$ cat src/rtl/conv_window_feeder.sv
// conv_window_feeder
//
// Producer side of the KxK convolution core interface. A raster-order pixel
// stream passes through K-1 line buffers and a KxK window register. Only
// fully valid windows (unpadded, stride 1) are presented to the conv core.
//
// Ports:
//   clk         clock, rising edge
//   rst         asynchronous, active-high reset
//   pix_in      incoming pixel (IMA bits, unsigned)
//   pix_valid   pixel accepted this cycle (no backpressure)
//   pix_sof     with pix_valid: this pixel is row 0, col 0 of a new frame
//   ima         packed window; slice i holds pixel r=i/K, c=i%K, r=0 top, c=0 left
//   enable      one-cycle strobe, ima holds a complete window
//   win_row     output-map row of the current window
//   win_col     output-map column of the current window
//   frame_done  one-cycle pulse with the last window of a frame
//   win_cnt     (WIN_COUNT_EN only) enables emitted so far in this frame
//
// Optional feature macro: WIN_COUNT_EN adds the win_cnt output and its counter.

module conv_window_feeder #(
  parameter int unsigned IMA   = 8,
  parameter int unsigned K     = 7,
  parameter int unsigned IMG_W = 28,
  parameter int unsigned IMG_H = 28,
  parameter int unsigned CNT_W = 16
) (
  input  logic                 clk,
  input  logic                 rst,
  input  logic [IMA-1:0]       pix_in,
  input  logic                 pix_valid,
  input  logic                 pix_sof,
  output logic [IMA*K*K-1:0]   ima,
  output logic                 enable,
  output logic [CNT_W-1:0]     win_row,
  output logic [CNT_W-1:0]     win_col,
  output logic                 frame_done
`ifdef WIN_COUNT_EN
  ,
  output logic [CNT_W-1:0]     win_cnt
`endif
);

  localparam int unsigned NWin = K * K;
  localparam logic [CNT_W-1:0] KMinus1 = CNT_W'(K - 1);
  localparam logic [CNT_W-1:0] ColLast = CNT_W'(IMG_W - 1);
  localparam logic [CNT_W-1:0] RowLast = CNT_W'(IMG_H - 1);

  // Line buffers as shift chains; element IMG_W-1 of chain n holds the pixel
  // n+1 rows above the incoming one, same column.
  logic [IMA-1:0] lb_q  [K-1][IMG_W];
  logic [IMA-1:0] lb_in [K-1];

  always_comb begin
    lb_in[0] = pix_in;
    for (int n = 1; n < int'(K) - 1; n++) begin
      lb_in[n] = lb_q[n-1][IMG_W-1];
    end
  end

  // Contents are not reset: stale data never reaches an enabled window.
  always_ff @(posedge clk) begin
    if (pix_valid) begin
      for (int n = 0; n < int'(K) - 1; n++) begin
        lb_q[n][0] <= lb_in[n];
        for (int j = 1; j < int'(IMG_W); j++) begin
          lb_q[n][j] <= lb_q[n][j-1];
        end
      end
    end
  end

  // Window register
  logic [IMA-1:0] win_q [NWin];
  logic [IMA-1:0] win_d [NWin];

  always_comb begin
    win_d = win_q;
    if (pix_valid) begin
      for (int r = 0; r < int'(K); r++) begin
        for (int c = 0; c < int'(K) - 1; c++) begin
          win_d[r*K + c] = win_q[r*K + c + 1];
        end
      end
      // Rightmost column: oldest line buffer at the top, pix_in at the bottom.
      for (int r = 0; r < int'(K) - 1; r++) begin
        win_d[r*K + K - 1] = lb_q[K-2-r][IMG_W-1];
      end
      win_d[NWin-1] = pix_in;
    end
  end

  always_comb begin
    ima = '0;
    for (int i = 0; i < int'(NWin); i++) begin
      ima[i*IMA +: IMA] = win_q[i];
    end
  end

  // Position counters (position of the next pixel to arrive)
  logic [CNT_W-1:0] row_q, row_d, col_q, col_d;
  logic [CNT_W-1:0] cur_row, cur_col;
  logic [CNT_W-1:0] win_row_q, win_row_d, win_col_q, win_col_d;
  logic             enable_q, enable_d;
  logic             frame_done_q, frame_done_d;

  always_comb begin
    // A sof pixel overrides whatever position the counters hold.
    cur_row = pix_sof ? '0 : row_q;
    cur_col = pix_sof ? '0 : col_q;

    row_d = row_q;
    col_d = col_q;
    if (pix_valid) begin
      if (cur_col == ColLast) begin
        col_d = '0;
        row_d = (cur_row == RowLast) ? '0 : cur_row + 1'b1;
      end else begin
        col_d = cur_col + 1'b1;
        row_d = cur_row;
      end
    end

    enable_d     = pix_valid && (cur_row >= KMinus1) && (cur_col >= KMinus1);
    frame_done_d = enable_d && (cur_row == RowLast) && (cur_col == ColLast);
    win_row_d    = enable_d ? cur_row - KMinus1 : win_row_q;
    win_col_d    = enable_d ? cur_col - KMinus1 : win_col_q;
  end

  always_ff @(posedge clk or posedge rst) begin
    if (rst) begin
      row_q        <= '0;
      col_q        <= '0;
      enable_q     <= 1'b0;
      frame_done_q <= 1'b0;
      win_row_q    <= '0;
      win_col_q    <= '0;
      for (int i = 0; i < int'(NWin); i++) begin
        win_q[i] <= '0;
      end
    end else begin
      row_q        <= row_d;
      col_q        <= col_d;
      enable_q     <= enable_d;
      frame_done_q <= frame_done_d;
      win_row_q    <= win_row_d;
      win_col_q    <= win_col_d;
      for (int i = 0; i < int'(NWin); i++) begin
        win_q[i] <= win_d[i];
      end
    end
  end

  assign enable     = enable_q;
  assign frame_done = frame_done_q;
  assign win_row    = win_row_q;
  assign win_col    = win_col_q;

`ifdef WIN_COUNT_EN
  logic [CNT_W-1:0] win_cnt_q, win_cnt_d;

  always_comb begin
    win_cnt_d = win_cnt_q;
    if (pix_valid && pix_sof) begin
      win_cnt_d = '0;
    end else if (frame_done_q) begin
      // Previous frame finished last cycle: restart the count.
      win_cnt_d = enable_d ? CNT_W'(1) : '0;
    end else if (enable_d) begin
      win_cnt_d = win_cnt_q + 1'b1;
    end
  end

  always_ff @(posedge clk or posedge rst) begin
    if (rst) begin
      win_cnt_q <= '0;
    end else begin
      win_cnt_q <= win_cnt_d;
    end
  end

  assign win_cnt = win_cnt_q;
`endif

endmodule

$ cat config.mk
export PLATFORM = sky130hd
export DESIGN_NAME = conv_window_feeder
export DESIGN_NICKNAME = d
export VERILOG_FILES = /design/src/rtl/conv_window_feeder.sv
export SDC_FILE = /design/constraint.sdc
export NUM_CORES = 1
export LEC_CHECK = 0
export CAP_MARGIN = 20
export CELL_PAD_IN_SITES_DETAIL_PLACEMENT = 1
export CELL_PAD_IN_SITES_GLOBAL_PLACEMENT = 2
export CORE_ASPECT_RATIO = 0.8
export CORE_UTILIZATION = 35
export CTS_CLUSTER_DIAMETER = 120
export CTS_CLUSTER_SIZE = 25
export DETAILED_ROUTE_END_ITERATION = 8
export DONT_BUFFER_PORTS = 1
export PLACE_DENSITY_LB_ADDON = 0.1
export SKIP_LAST_GASP = 1
export SLEW_MARGIN = 5
export SYNTH_ARGS = -nofsm -noshare
export SYNTH_HDL_FRONTEND = slang
export SYNTH_SLANG_ARGS = --single-unit
$ cat constraint.sdc
create_clock -name clk -period 30.8 [get_ports clk]
set_input_delay 6.16 -clock clk [delete_from_list [all_inputs] [get_ports clk]]
set_output_delay 6.16 -clock clk [all_outputs]
set_load 0.01 [all_outputs]
== Yosys cells after proc, flatten, opt, wreduce, memory -nomap -nowiden ==
Memory sizes are Yosys's and may differ from the RTL's.
Cells that the tools add are included.
Cells by class
  $add $sub $neg: 4
  magnitude comparators: 2
  equality and inequality tests: 2
  muxes and demuxes: 7
  reductions and logical operators: 4
Operators with widths (count)
  two-way mux 16 bit: 5
  adder 16 x 1 -> 16 bit, second input constant: 2
  equality test 16 x 5 -> 1 bit, second input constant: 2
  >= comparator 16 x 3 -> 1 bit, second input constant: 2
  subtractor 16 x 3 -> 16 bit, second input constant: 2
  logical AND 1 bit: 4
  two-way mux 1 bit: 2
Word-level totals
  flip-flop bits (word level): 458
  bits in writable memories: 1344
  input bits: 12
  output and inout bits: 426
  logic and storage cells: 75
  memories kept: 1
Memories
  lb_q: words 6, bits a word 224, read ports 6, clocked after Yosys merged registers in 0, wr ports 6, RTL line 52  | logic [IMA-1:0] lb_q [K-1][IMG_W];

== Longest topological paths before layout ==
Gate-level depths: netlist of run 1.
  depth after elaboration: 6
  gate-level depth with buffers: 11
  gate-level depth less buffers: 9

== Worst setup path after synthesis of run 1 ==
No wires, ideal clock.
  path type: input -> register
  start point: in pix_sof
  end point: reg row_q[12]
  library setup time: 69 ps
  arrival time: 8563 ps
  required time: 30731 ps
  path slack: 22168 ps
  cell stages on the path: 10
  buffers on the path: 3
  cell sequence: clkbuf_1 > clkbuf_1 > clkbuf_1 > nor2b_1 > ha_1 > or4b_1 > nor4_4 > nand4_2 > or4_1 > nand3_1
On the way
  longest elaborated chain between the ends: 4
  elaborated cells on any way between the ends: 7
  those cells by class: 1 x add/sub; 2 x eq/ne; 4 x mux
RTL lines
  start, declared: RTL line 33  | input logic pix_sof,
  two-way mux 16 bit: RTL line 110  | cur_row = pix_sof ? '0 : row_q;
  adder 16 x 1 -> 16 bit / equality test 16 x 5 -> 1 bit (equally long branches): RTL line 118  | row_d = (cur_row == RowLast) ? '0 : cur_row + 1'b1;
  two-way mux 16 bit: RTL line 118
  two-way mux 16 bit *: RTL line 116  | if (cur_col == ColLast) begin
  end signal, assigned: RTL line 143  | row_q <= row_d;
  end, declared: RTL line 102  | logic [CNT_W-1:0] row_q, row_d, col_q, col_d;
Mark *: on every way between the ends. The rest lies on a longest branch, timed or not.
A chain may end at the register's enable or synchronous reset.

== Worst setup path after layout of run 1 ==
  start point: in pix_valid
  end point: reg win_col_q[15] (netlist: win_col[15])
On the way
  longest elaborated chain between the ends: 2
RTL lines
  start, declared: RTL line 32  | input logic pix_valid,
  logical AND 1 bit (2 in series): RTL line 125  | enable_d = pix_valid && (cur_row >= KMinus1) && (cur_col >= KMinus1);
  end signal, assigned: RTL line 148  | win_col_q <= win_col_d;
  end, declared: RTL line 104  | logic [CNT_W-1:0] win_row_q, win_row_d, win_col_q, win_col_d;
No other way between the ends.

==> impl_metrics.py, run 1 <==
metrics = {
    "critical_path": {
        "critPathMaxFanout": 253,
        "critPathKind": "input pin to flop",
        "crit_path_end_kind": "flop",
        "critical_path_arrival_ns": 9.95,
        "critPathRequiredTime_ns": 31.39,
        "start_kind": "input pin",
    },
    "sta": {
        "finClkSkew_ns": 0.0188,
        "min_period_ns": 9.36,
        "maxSlewViolCount": 0,
        "hold_viol": 0,
        "min_period_over_period_pct": 30.4,
        "relSlewSlack_pct": 0.395,
        "setup_viol": 0,
        "worst_pin_slew_ns": 1.49,
        "finalSetupTns_ns": 0,
        "rsz0062_at_grt": "no",
        "max_freq_mhz": 107,
    },
    "status": {
        "status": "finished, final reports clean",
    },
    "cells_and_area": {
        "multi_input_area_mm2": 0.00660,
        "area_delta_synth_final_pct": 9.08,
        "fill_cells": 15652,
        "nets": 2666,
        "final_layout_size_suffix_gt1_share_pct": 19.8,
        "layout.cells.non_filler": 4965,
        "seqCellArea_mm2": 0.0518,
    },
    "drt": {
        "drc": 0,
        "post_drt_wl_per_cell_um": 20.0,
        "firstDrtPassIters": 5,
        "drtAntennaViolNets": 0,
        "drt_iter0_markers": 1876,
        "wirelength_um": 99100,
        "via_per_inst": 4.62,
        "route.vias.total": 22963,
    },
    "synth": {
        "yosys-top-cells-area": "edfxtp_1 69%, dfrtp_1 19%, mux2_2 8.0%, clkbuf_1 0.43%, nand2_1 0.26%",
        "synth_most_common_cell": "edfxtp_1",
        "avgSynthCellArea_um2": 22.4,
        "ys_seq_elements": 1802,
        "synth-seq-area-share_pct": 88.1,
        "synth_nets": 2641,
        "syn_area_mm2": 0.0588,
        "synth-main-ff-cell": "edfxtp_1",
        "synth_common_cells": "1344 x edfxtp_1, 458 x dfrtp_1, 417 x mux2_2, 68 x clkbuf_1, 41 x nand2_1",
        "synthCells": 2623,
        "ys_warn_count": 0,
        "yosysTopAreaCell": "edfxtp_1",
        "postSynth.asyncResetShare_pct": 25.4,
        "synth_top_area_share_pct": 68.6,
        "synth_edf_count": 1344,
        "synth_cell_types": 61,
    },
    "pwr": {
        "peakVddDrop_mv": 0.0407,
        "power_mw": 4.63,
        "p_sw_mw": 1.11,
        "cellPowerDensity_mw_per_mm2": 72.1,
        "pwr-share-seq_pct": 67.8,
        "cellLeakagePower_nw": 22.3,
        "pwr-share-comb_pct": 5.0,
        "internal_power_mw": 3.52,
        "clkPwrFrac_pct": 27.3,
        "swShare_pct": 23.9,
    },
    "clock_network": {
        "numCtsBuffers": 82,
        "cts_setup_buffers": 0,
        "cts_resized": 0,
        "cts_num_sinks": 1802,
        "worstSkewPairLatency_ns": 0.71,
        "cts_hold_buf": 0,
        "cts_tree": "built",
        "h-tree-depth": 3,
        "clk_path_buf_depth": 3,
        "root_buffer": "clkbuf_16",
        "clk_pin_slew_worst_paths_ns": 0.10,
    },
    "die": {
        "dieArea_mm2": 0.170,
        "fp.dieW_um": 460,
        "die_height_um": 369,
        "ios": 438,
        "rows": 134,
        "core_mm2": 0.167,
        "start_util_pct": 35.3,
    },
    "flow_run": {
        "max-cap-violations": 0,
    },
    "grt": {
        "grt_first_pass_wirelength_um": 154000,
        "grt_pass1_vias": 23605,
        "grt_start_max_net_pins": 274,
        "gr-total-overflow": 0,
        "antenna_found_initial": 2,
        "grt_use_total_pct": 11.6,
    },
    "place": {
        "routabilityCongestion": 0.753,
        "hpwl_um": 55800,
        "numPortBuffers": 0,
        "placed_cells": 4804,
    },
    "min_path": {
        "hold_path.class": "flop to flop",
    },
}
-- per-layer routing --
layer | track usage [%] | share of wire, % | up-vias
li1 | - | - | 10107
met3 | 3.68 | 6.5 | 119
met2 | 16.6 | 44 | 413
met1 | 16.9 | 47 | 12324
met5 | 0 | 0 | -
met4 | 3.22 | 2.5 | 0
-- path summary, 6_finish.rpt --
| kind | startpoint | endpoint | slack [ns] | depth (start not counted) |
|---|---|---|---|---|
| min in group asynchronous | rst | win_row[2]$_DFFE_PP0P_ | 5.42 | 1 |
| min reg2reg | lb_q[0][74]$_DFFE_PP_ | lb_q[0][66]$_DFFE_PP_ | 0.41 | 0 |
| max in group asynchronous | rst | ima[150]$_DFFE_PP0P_ | 22.76 | 5 |
| max | pix_valid | win_col[15]$_DFFE_PP0P_ | 21.44 | 6 |
| min | lb_q[0][74]$_DFFE_PP_ | lb_q[0][66]$_DFFE_PP_ | 0.41 | 0 |
| max reg2reg | col_q[1]$_DFFE_PP0P_ | col_q[15]$_DFFE_PP0P_ | 27.69 | 6 |
-- state kept, by name, indices dropped and copies added, names as in the netlist --
signal,count
frame_done,1
enable,1
row_q,16
lb_q,1344
col_q,16
win_row,16
win_col,16
ima,392
-- critical path, stage by stage --
cell and delay, ns:
buf_16 0.80, nand2_1 0.80, a41o_1 0.48, a21oi_4 0.44
buf_4 0.39, mux2_2 0.38
-- area by class of cell --
type / count / area share (%)
clock buffer: 147 / 3.66
antenna: 5 / 0.0195
timing repair buffer: 21 / 0.620
tap: 2244 / 4.38
sequential: 1802 / 80.8
clock inverter: 5 / 0.158
multi-input combinational: 723 / 10.3
inverter: 18 / 0.117
-- stage by stage --
stage               hold WS, ns  area, µm²  utilization, %  setup slack [ns]
floorplan                 0.400      58800               -             11.87
global placement          0.401      61600            36.9             21.12
detailed placement        0.405      61600            36.9             20.93
CTS                       0.404      64000            38.4             21.76
global route              0.404      64100            38.5             21.41
finish                    0.405      64200            38.5             21.44
-- kinds of logic after synthesis --
kind of cell | Yosys count | synth area share, %
DFF | 1802 | 88.1
muxes | 428 | 8.18
and+or+nand+nor | 178 | 1.60
AOI/OAI and AO/OA | 99 | 1.12
buffers and inverters | 98 | 0.696
xor gates and xnor gates | 12 | 0.179
adders and majority gates | 6 | 0.128
-- power groups by stage --
stage,clock (mW),combinational (mW),sequential [mW]
6_report,1.26,0.229,3.14
4_1_cts,1.34,0.233,3.15
5_1_grt,1.41,0.255,3.18
3_5_place_dp,0,0.233,3.20
3_3_place_gp,0,0.220,3.20
2_1_floorplan,0,0.172,3.09
-- cell usage in the layout (no fill, tap or decap), drive strengths merged, types with 9 or more instances in the layout --
cell and count:
nor4 10, dfrtp 458, o21ai 29, o31ai 9, mux2 420, a31oi 16, clkbuf 147, inv 19
a21oi 9, nor3 17, buf 21, edfxtp 1344, nor2 37, nand2 41, nand3 18
(Power assumes the default switching activity.)
==> inputs of run 2 (changes only) <==
==> constraint.sdc (replaced) <==
create_clock -name clk -period 9.3 [get_ports clk]
set_input_delay 1.86 -clock clk [delete_from_list [all_inputs] [get_ports clk]]
set_output_delay 1.86 -clock clk [all_outputs]
set_load 0.01 [all_outputs]
==> impl_metrics.py, run 2 (synthesis gave the netlist of run 1 again) <==
metrics = {
    "sta": {
        "relSlewSlack_pct": 27.6,
        "max_freq_mhz": 230,
        "holdWs_ns": 0.410,
        "maxSlewViolCount": 0,
        "min_period_over_period_pct": 46.8,
        "setup_viol": 0,
        "min_period_ns": 4.35,
        "finalSetupTns_ns": 0,
        "rsz0062_at_grt": "no",
        "hold_viol": 0,
        "worst_pin_slew_ns": 1.09,
        "finClkSkew_ns": 0.0191,
    },
    "clock_network": {
        "cts_resized": 0,
        "cts_hold_buf": 0,
        "cts_num_sinks": 1802,
        "cts_tree": "built",
        "root_buffer": "clkbuf_16",
        "clk_pin_slew_worst_paths_ns": 0.10,
        "h-tree-depth": 3,
        "numCtsBuffers": 82,
        "clk_path_buf_depth": 3,
        "cts_setup_buffers": 0,
        "worstSkewPairLatency_ns": 0.71,
    },
    "min_path": {
        "hold_depth": 0,
        "hold_path.class": "flop to flop",
    },
    "critical_path": {
        "ff2ff_setup_slack_ns": 6.20,
        "critPathKind": "input pin to flop",
        "start_kind": "input pin",
        "slowest_delay_ns": 0.77,
        "critical_path_arrival_ns": 4.93,
        "critPathRequiredTime_ns": 9.88,
        "path_depth": 7,
        "critPathBufInv": 4,
        "critPathMaxFanout": 72,
        "crit_path_cell_trace": "buf_16, buf_4, buf_4, buf_4, o21ai_0, nand2_1, o21ai_0",
        "r2r_cells": 7,
        "critPathSlowestCell": "buf_4",
        "crit_family": "buffers and inverters",
        "crit_path_end_kind": "flop",
        "cp_common_cell": "buf_4",
    },
    "die": {
        "rows": 134,
        "die_height_um": 369,
        "core_mm2": 0.167,
        "ios": 438,
        "dieArea_mm2": 0.170,
        "fp.dieW_um": 460,
        "start_util_pct": 35.3,
    },
    "cells_and_area": {
        "multi_input_area_mm2": 0.00660,
        "final_common_cell": "edfxtp_1",
        "final_layout_size_suffix_gt1_share_pct": 20.1,
        "largest_reg_flops": 1344,
        "fill_cells": 15620,
        "seqCellArea_mm2": 0.0518,
        "mostFrequentLayoutCells": "1344 x edfxtp_1, 458 x dfrtp_1, 417 x mux2_2, 84 x clkbuf_16, 61 x clkbuf_1",
        "top_register": "lb_q",
        "area_delta_synth_final_pct": 9.02,
        "nets": 2674,
    },
    "grt": {
        "grt_use_total_pct": 12.0,
        "gr-total-overflow": 0,
        "antenna_found_initial": 5,
        "grt_first_pass_wirelength_um": 159000,
        "grt_start_max_net_pins": 170,
        "grt_pass1_vias": 24183,
    },
    "place": {
        "routabilityCongestion": 0.756,
        "hpwl_um": 57300,
        "numPortBuffers": 0,
    },
    "drt": {
        "firstDrtPassIters": 5,
        "wirelength_um": 100000,
        "post_drt_wl_per_cell_um": 20.1,
        "drtAntennaViolNets": 0,
        "drc": 0,
        "route.vias.total": 22854,
        "drt_iter0_markers": 1870,
        "via_per_inst": 4.60,
    },
    "pwr": {
        "cellPowerDensity_mw_per_mm2": 239,
        "p_sw_mw": 3.67,
        "power_mw": 15.3,
        "swShare_pct": 23.9,
        "clkPwrFrac_pct": 27.3,
        "internal_power_mw": 11.7,
        "peakVddDrop_mv": 0.142,
        "cellLeakagePower_nw": 22.3,
        "pwr-share-seq_pct": 67.7,
        "pwr-share-comb_pct": 5.0,
    },
    "status": {
        "status": "finished, final reports clean",
    },
    "flow_run": {
        "max-cap-violations": 0,
    },
}
run 2: final cells by class:
cell class              instances  area share, %
inverters                      18          0.111
clock inverters                 9          0.187
multi-input cells             723           10.3
diodes                          3         0.0117
repair buffers                 29          0.574
clock buffers                 145           3.64
flip-flops and latches       1802           80.8
well taps                    2244           4.38
run 2: layer usage:
metal,part of all wire (%),GRT usage [%]
met5,0,0
met4,2.7,3.40
met3,6.5,3.75
met2,44,17.0
met1,47,17.6
run 2: power by group through the flow:
stage | clock network (mW) | logic, mW | registers [mW]
final | 4.19 | 0.766 | 10.4
after global routing | 4.71 | 0.862 | 10.5
after CTS | 4.48 | 0.786 | 10.4
after detailed placement | 0 | 0.786 | 10.6
after global placement | 0 | 0.742 | 10.6
after floorplan | 0 | 0.569 | 10.2
run 2: path summary, 6_finish.rpt:
check,endpoint,start
setup / recovery,row_q[4]$_DFFE_PP0P_,pix_valid
hold / removal,lb_q[1][176]$_DFFE_PP_,lb_q[1][184]$_DFFE_PP_
setup reg to reg,col_q[15]$_DFFE_PP0P_,col_q[2]$_DFFE_PP0P_
hold reg to reg,lb_q[1][176]$_DFFE_PP_,lb_q[1][184]$_DFFE_PP_
max in group asynchronous,ima[391]$_DFFE_PP0P_,rst
min in group asynchronous,ima[195]$_DFFE_PP0P_,rst
run 2: per-stage QoR:
| stage | cells | util [%] | setup WS [ns] | instance area (µm²) |
|---|---|---|---|---|
| 2_1_floorplan | 2623 | - | 1.24 | 58800 |
| 3_3_place_gp | 4814 | 36.9 | 4.25 | 61600 |
| 3_5_place_dp | 4814 | 36.9 | 4.14 | 61600 |
| 4_1_cts | 4968 | 38.4 | 4.99 | 64100 |
| 5_1_grt | 4972 | 38.4 | 4.71 | 64100 |
| 6_report | 4973 | 38.4 | 4.95 | 64100 |
